**config.mk**
```make
export PLATFORM = sky130hd
export DESIGN_NAME = bcd_count_src_flat
export DESIGN_NICKNAME = d
export VERILOG_FILES = /design/src/rtl/bcd_count_src_if.sv /design/src/rtl/bcd_count_src.sv /design/src/flat_wrapper.sv
export SDC_FILE = /design/constraint.sdc
export NUM_CORES = 1
export LEC_CHECK = 0
export BUFFER_PORTS_ARGS = -buffer_cell sky130_fd_sc_hd__buf_2
export CAP_MARGIN = 40
export CORE_UTILIZATION = 35
export CTS_BUF_LIST = sky130_fd_sc_hd__clkbuf_8 sky130_fd_sc_hd__clkbuf_16
export DETAILED_ROUTE_END_ITERATION = 10
export GPL_ROUTABILITY_DRIVEN = 0
export GPL_TIMING_DRIVEN = 0
export RECOVER_POWER = 100
export REMOVE_ABC_BUFFERS = 1
export SLEW_MARGIN = 20
export SYNTH_ARGS = -nofsm -noshare
export SYNTH_HDL_FRONTEND = slang
export SYNTH_SLANG_ARGS = --single-unit
```
**constraint.sdc**
```tcl
create_clock -name clk -period 2.4 [get_ports clk]
set_input_delay 0.24 -clock clk [delete_from_list [all_inputs] [get_ports clk]]
set_output_delay 0.24 -clock clk [all_outputs]
set_load 0.02 [all_outputs]
```
**src/rtl/bcd_count_src_if.sv**
```systemverilog
// Control and value bus between the BCD count source and its consumer.
// master drives enable/direction/load; slave (the counter) returns count and pulses.
interface bcd_count_src_if;
    logic        en;
    logic        up;
    logic        load;
    logic [15:0] load_val;
    logic [15:0] count;
    logic        tick;
    logic        wrap;

    modport master (output en, up, load, load_val, input count, tick, wrap);
    modport slave  (input en, up, load, load_val, output count, tick, wrap);
endinterface

```
**src/rtl/bcd_count_src.sv**
```systemverilog
// 4-digit packed-BCD up/down counter with prescaler, feeding the 7-segment display mux.
// Optional macro BCD_COUNT_SAT_EN: saturate at 9999/0000 instead of wrapping (wrap tied low).

// One decimal digit: applies the incoming carry/borrow and reports carry/borrow out.
module bcd_count_digit (
    input  logic [3:0] i_d,
    input  logic       i_up,
    input  logic       i_cin,
    output logic [3:0] o_d,
    output logic       o_cout
);
    always_comb begin
        o_d    = i_d;
        o_cout = 1'b0;
        if (i_cin) begin
            if (i_up) begin
                if (i_d == 4'd9) begin
                    o_d    = 4'd0;
                    o_cout = 1'b1;
                end else begin
                    o_d = i_d + 4'd1;
                end
            end else begin
                if (i_d == 4'd0) begin
                    o_d    = 4'd9;
                    o_cout = 1'b1;
                end else begin
                    o_d = i_d - 4'd1;
                end
            end
        end
    end
endmodule

module bcd_count_src #(
    parameter int DIV   = 100_000_000,
    parameter int DIV_W = 27
) (
    input  logic           clk,
    input  logic           rst_n,
    bcd_count_src_if.slave bus
);
    localparam int NUM_DIGITS = 4;

    logic [DIV_W-1:0]                r_presc;
    logic [NUM_DIGITS-1:0][3:0]      r_count;
    logic [NUM_DIGITS-1:0][3:0]      w_next;
    logic [NUM_DIGITS-1:0][3:0]      w_clamp;
    logic [NUM_DIGITS:0]             w_carry;
    logic                            r_tick;
    logic                            w_term;

    assign w_term     = bus.en && (r_presc == DIV_W'(DIV - 1));
    assign w_carry[0] = 1'b1;

    generate
        for (genvar g = 0; g < NUM_DIGITS; g++) begin : g_dig
            bcd_count_digit u_dig (
                .i_d    (r_count[g]),
                .i_up   (bus.up),
                .i_cin  (w_carry[g]),
                .o_d    (w_next[g]),
                .o_cout (w_carry[g+1])
            );
            assign w_clamp[g] = (bus.load_val[4*g +: 4] > 4'd9) ? 4'd9 : bus.load_val[4*g +: 4];
        end
    endgenerate

    // Carry out of the top digit marks a rollover (or, saturating, a blocked step).
    always_ff @(posedge clk) begin
        if (!rst_n) begin
            r_presc <= '0;
            r_count <= '0;
            r_tick  <= 1'b0;
        end else if (bus.load) begin
            r_presc <= '0;
            r_count <= w_clamp;
            r_tick  <= 1'b0;
        end else if (w_term) begin
            r_presc <= '0;
            r_tick  <= 1'b1;
`ifdef BCD_COUNT_SAT_EN
            if (!w_carry[NUM_DIGITS])
                r_count <= w_next;
`else
            r_count <= w_next;
`endif
        end else begin
            if (bus.en)
                r_presc <= r_presc + DIV_W'(1);
            r_tick <= 1'b0;
        end
    end

`ifdef BCD_COUNT_SAT_EN
    assign bus.wrap = 1'b0;
`else
    logic r_wrap;

    always_ff @(posedge clk) begin
        if (!rst_n || bus.load)
            r_wrap <= 1'b0;
        else
            r_wrap <= w_term && w_carry[NUM_DIGITS];
    end

    assign bus.wrap = r_wrap;
`endif

    assign bus.count = r_count;
    assign bus.tick  = r_tick;
endmodule
```
**src/flat_wrapper.sv**
```systemverilog
// flat-port wrapper written by rule: the top's interface ports become plain ports
module bcd_count_src_flat 
#(
    parameter int DIV   = 100_000_000,
    parameter int DIV_W = 27
)
  (clk, rst_n, bus_en, bus_up, bus_load, bus_load_val, bus_count, bus_tick, bus_wrap);
  bcd_count_src_if bus_i ();
  input  logic clk;
  input  logic rst_n;
  input wire logic [$bits(bus_i.en)-1:0] bus_en;
  input wire logic [$bits(bus_i.up)-1:0] bus_up;
  input wire logic [$bits(bus_i.load)-1:0] bus_load;
  input wire logic [$bits(bus_i.load_val)-1:0] bus_load_val;
  output wire logic [$bits(bus_i.count)-1:0] bus_count;
  output wire logic [$bits(bus_i.tick)-1:0] bus_tick;
  output wire logic [$bits(bus_i.wrap)-1:0] bus_wrap;
  assign bus_i.en = bus_en;
  assign bus_i.up = bus_up;
  assign bus_i.load = bus_load;
  assign bus_i.load_val = bus_load_val;
  assign bus_count = bus_i.count;
  assign bus_tick = bus_i.tick;
  assign bus_wrap = bus_i.wrap;
  bcd_count_src #(.DIV(DIV), .DIV_W(DIV_W)) u_core (.clk(clk), .rst_n(rst_n), .bus(bus_i));
endmodule
```
-- Yosys cells after proc, flatten, opt, wreduce, memory -nomap -nowiden
Cells that the tools add are included.
- $add $sub $neg: 9
- multiply operators: 0
- div/mod/pow operators: 0
- order comparisons: 4
- equality and inequality tests: 5
- shift-type cells: 0
- mux-type cells: 37
- bitwise gates (word level): 1
- reduce and logical (&&, ||, !) cells: 17
- operator list (cell ; number):
    two-way mux 4 bit ; 19
    two-way mux 16 bit ; 2
    adder 27 x 1 -> 27 bit, second input constant ; 1
    equality test 27 bit, second input constant ; 1
    adder 4 x 1 -> 4 bit, second input constant ; 4
    equality test 4 bit, second input constant ; 4
    greater-than comparator 4 bit, second input constant ; 4
    logical NOT 4 bit ; 4
    two-way mux 1 bit ; 16
    subtractor 4 x 1 -> 4 bit, second input constant ; 4
    nonzero test 2 bit ; 4
    AND reduction 2 bit ; 3
    OR reduction 3 bit ; 1
    logical AND 1 bit ; 2
    OR reduction 2 bit ; 1
    logical NOT 1 bit ; 1
    logical OR 1 bit ; 1
    NOT 1 bit ; 1
- bits in registers: 45
- bits in latches: 0
- bits in writable memories: 0
- bits in read-only memories: 0
- output and inout port bits: 18
- memories: 0

-- Depth between registers and ports, before layout
- depth after elaboration: 8
- mapped depth: 7

-- Hierarchy
Synthesis repeated with hierarchy kept, for this count alone.
- cell total of the unflattened synthesis: 391
- area, all modules: 3114.2 um^2
- modules (own cells, without submodules) (module ; times used ; cells each ; area an instance (um^2) ; sequential area each (um^2)):
    bcd_count_src ; 1 ; 267 ; 2248.4 ; 900.9
    bcd_count_digit ; 4 ; 31 ; 216.5 ; 0.0

-- Worst setup path after synthesis
No wires, ideal clock.
- path kind: reg2reg
- start point: register u_core.r_count, in the netlist u_core.bus.count[8]
- end point: register u_core.r_count, in the netlist u_core.bus.count[12]
- setup time: 122 ps
- arrival time: 1860 ps
- slack: 418 ps
- stages on the path, launching flop included: 7
- buffers on the path: 1
- clock period less this slack: 1982 ps
- cells stage by stage: dfxtp_1 clkbuf_1 nand3_1 a211oi_4 inv_2 o31a_1 o311a_1
- word-level cells in the longest chain between the ends: 6
- ends and longest elaborated chain (element ; line ; source):
    from (decl) ; bcd_count_src.sv:46 ; logic [NUM_DIGITS-1:0][3:0] r_count;
    from (signal assigned) ; bcd_count_src.sv:77 ; r_count <= w_clamp;
    from (signal assigned) ; bcd_count_src.sv:86 ; r_count <= w_next;
    equality test 4 bit or logical NOT 4 bit (tied branches) ; bcd_count_src.sv:17, bcd_count_src.sv:24 ;
    two-way mux 1 bit, on equally long branches ; bcd_count_src.sv:17, bcd_count_src.sv:24 ;
    two-way mux 1 bit (*) ; bcd_count_src.sv:16 ; if (i_up) begin
    two-way mux 1 bit (*) ; bcd_count_src.sv:15 ; if (i_cin) begin
    nonzero test 2 bit (no line) (*) ; n/a ;
    AND reduction 2 bit (no line) (*) ; n/a ;
Every way passes the cells marked *; elsewhere a longest branch is shown, timed or not.
A chain may end at the register's enable or synchronous reset.

-- Final worst setup path
- start point: register u_core.r_presc[13]
- end point: register u_core.r_count, in the netlist u_core.bus.count[11]
- word-level cells in the longest chain between the ends: 4
- ends and longest elaborated chain (element ; line ; source):
    from (decl) ; bcd_count_src.sv:45 ; logic [DIV_W-1:0] r_presc;
    from (signal assigned) ; bcd_count_src.sv:90 ; r_presc <= r_presc + DIV_W'(1);
    equality test 27 bit ; bcd_count_src.sv:53 ; assign w_term = bus.en && (r_presc == DIV_W'(DIV - 1));
    logical AND 1 bit ; bcd_count_src.sv:53 ;
    nonzero test 2 bit (no line) ; n/a ;
    AND reduction 2 bit (no line) ; n/a ;
Every way passes these cells.

==> summary.txt <==
Status
  – Status: finished clean

Global routing
  – Largest net degree at the start of global routing: 35
  – Global Route Usage Sum: 0.169
  – Grt ovf: 0
  – Vias in the first global route: 2449
  – Initial antenna violation count: 0
  – Global-route wire length before repair: 11.5 mm

Die
  – Core footprint: 7730 sq um
  – Num rows: 32
  – Chip height: 91.2 um
  – IO Pins: 39
  – Initial Util: 0.360
  – Die X: 91.2 um
  – Die area: 8310 sq um

Logic synthesis
  – Dominant cells by area after synthesis: dfxtp_1 32%, xnor2_1 7.2%, nor2_1 5.3%, nand2_1 3.9%, xor2_1 3.8%
  – Mean Syn Cell Area: 8.00 sq um
  – Leading area contributor after synthesis: dfxtp_1
  – Mapped cell area: 2780 sq um
  – Share of the synthesized area in the top cell type: 0.324
  – Flops & latches, synth: 45
  – Synthesized instance count: 348
  – Synthesis Warnings: 0
  – Ys async rst share: 0
  – Synth cell count leaders: 45 x dfxtp_1, 39 x nor2_1, 29 x nand2_1
  – Distinct cells, synth: 63
  – Number of flops mapped to enable cells by yosys: 0
  – Sequential share of the synthesized area: 0.324
  – Most numerous cell in the Yosys netlist: dfxtp_1
  – Main flop type after synthesis: dfxtp_1

Detailed routing
  – Avg WL per Cell: 13.8 um
  – Vias: 2562
  – # DRC: 0
  – Met3 wire length: 271 um
  – Met1 wire length: 3.24 mm
  – Via/cell ratio: 5.42
  – Initial detailed-routing violation count: 91
  – Post-Route WL: 6.52 mm
  – Final antenna-violating net count: 0
  – Uppermost layer routed: met4
  – Drt first pass iters: 4
  – Met2 Wirelength: 2.95 mm

Setup path
  – Reg2Reg Depth: 5
  – CP Class: reg -> reg
  – Worst Setup End Kind: register
  – CP Launch Type: register
  – Worst EP arrival: 2.47 ns
  – Worst path required time: 2.59 ns
  – Critical-path maximum fanout: 11

Pwr
  – Combinational power share: 0.126
  – P_int: 1190 uW
  – Clock power share: 0.371
  – Reg power frac: 0.503
  – PD cells: 518 nW/um^2
  – Sw frac: 0.260
  – Power, Total: 1600 uW
  – Switching power: 417 uW
  – Peak supply drop: 0.000323 V
  – Leak pwr: 0.00106 uW

Clock tree
  – Hold Buf Count CTS: 0
  – TritonCTS clock tree: built
  – Total CTS buffers: 5
  – Clk sink count: 45
  – Clk root buf: clkbuf_8
  – Clk Latency, worst-skew pair: 0.30 ns
  – Post-CTS resize count: 0
  – Worst-path clk slew: 0.09 ns
  – Clock Tree Buf Depth: 2
  – H-tree Lvls: 2
  – Post-CTS Setup Bufs: 0

Final layout
  – Ant diodes: 0
  – Layout fillers: 795
  – Layout cells sized above 1: 0.119
  – P&R area growth vs syn: 11.3%
  – Total Nets Final: 392
  – Final Util: 0.401

Worst hold path
  – Hold Crit Class: in -> reg
  – Hold Path Stages: 3

STA
  – Setup ws final: 0.115 ns
  – Final Max Tran Viols: 0
  – Final setup viols: 0
  – Fin crit share: 0.952
  – Slew HR: 0.621
  – RSZ-0062 raised after global routing: false
  – Hold Vio Cnt, Final: 0
  – Worst-Margin Slew: 0.569 ns
  – Worst Skew: 0.00500 ns
  – Fmax: 438 MHz
  – Fin crit period: 2.28 ns

Place
  – Worst slack, placed: 0.0409 ns
  – Buffers on Ports: 38
  – DPL Wire Length: 4.57 mm

Job
  – Maximum Capacitance Violations: 0
cells in the final DEF (no fill, tap or decap), types with 10 or more instances in the layout:
| cell type | count |
|---|---|
| and3_1 | 10 |
| buf_2 | 20 |
| clkbuf_1 | 18 |
| dfxtp_1 | 45 |
| nand2_1 | 28 |
| nand3_1 | 17 |
| nor2_1 | 39 |
| nor3_1 | 12 |
| o21ai_0 | 19 |
| xnor2_1 | 23 |
| xor2_1 | 12 |
power by group through the flow:
stage | Combinational (uW) | Sequential [uW] | Clock (uW)
3_3_place_gp | 202 | 822 | 0
5_1_grt | 227 | 812 | 641
3_5_place_dp | 209 | 823 | 0
2_1_floorplan | 118 | 832 | 0
4_1_cts | 210 | 806 | 615
6_report | 203 | 806 | 594
cell type report:
cell class / count / area (sq um) / area share
inverters: 7 / 26.3 / 0.00848
repair buffers: 39 / 175 / 0.0565
flip-flops and latches: 45 / 901 / 0.291
clock inverters: 2 / 33.8 / 0.0109
multi-input cells: 272 / 1750 / 0.565
well taps: 102 / 128 / 0.0412
clock buffers: 6 / 82.6 / 0.0267
critical path, stage by stage, from the launching register on:
cell,delay (ns)
dfxtp_1,0.57
nand4_1,0.30
nor4_2,0.47
and4_2,0.50
mux2i_1,0.23
a21oi_1,0.08
logic make-up (layout without fill, tap and decap cells):
kind of cell / after synthesis / in the layout / share of synthesized area
flip-flops: 45 / 45 / 0.324
multiplexers: 5 / 5 / 0.0184
AND/OR/NAND/NOR: 160 / 160 / 0.317
adder cells (fa/ha/maj): 1 / 1 / 0.00450
buffers and inverters: 31 / 54 / 0.0459
AO/OA/AOI/OAI: 71 / 71 / 0.180
XOR/XNOR: 35 / 35 / 0.110
path summary, 6_finish.rpt:
check                             startpoint                                 to  slack, ns
max          u_core.r_presc[13]$_SDFFE_PP0P_  u_core.bus.count[11]$_SDFFE_PN0P_       0.12
min                          bus_load_val[6]   u_core.bus.count[6]$_SDFFE_PN0P_       0.16
max reg2reg  u_core.r_presc[13]$_SDFFE_PP0P_  u_core.bus.count[11]$_SDFFE_PN0P_       0.12
min reg2reg  u_core.r_presc[26]$_SDFFE_PP0P_    u_core.r_presc[26]$_SDFFE_PP0P_       0.50
registers in the layout (all words and copies together), names as in the netlist:
signal and count:
u_core.r_presc 27, u_core.bus.tick 1, u_core.bus.wrap 1, u_core.bus.count 16
per-layer routing:
metal / vias up / GRT usage
li1: 1295 / -
met1: 1212 / 0.223
met2: 48 / 0.282
met3: 7 / 0.0343
met4: 0 / 0.0357
met5: - / 0
per-stage QoR:
step	setup TNS (ns)	cell area [sq um]	cells	hold WS, ns
after detailed placement	0	3010	465	0.471
after CTS	0	3130	473	0.148
after global routing	0	3100	473	0.176
after floorplan	0	2680	324	0.348
after global placement	-2.45	3000	464	0.458
final	0	3100	473	0.158
Note: power is estimated with default switching activity, not from simulation.
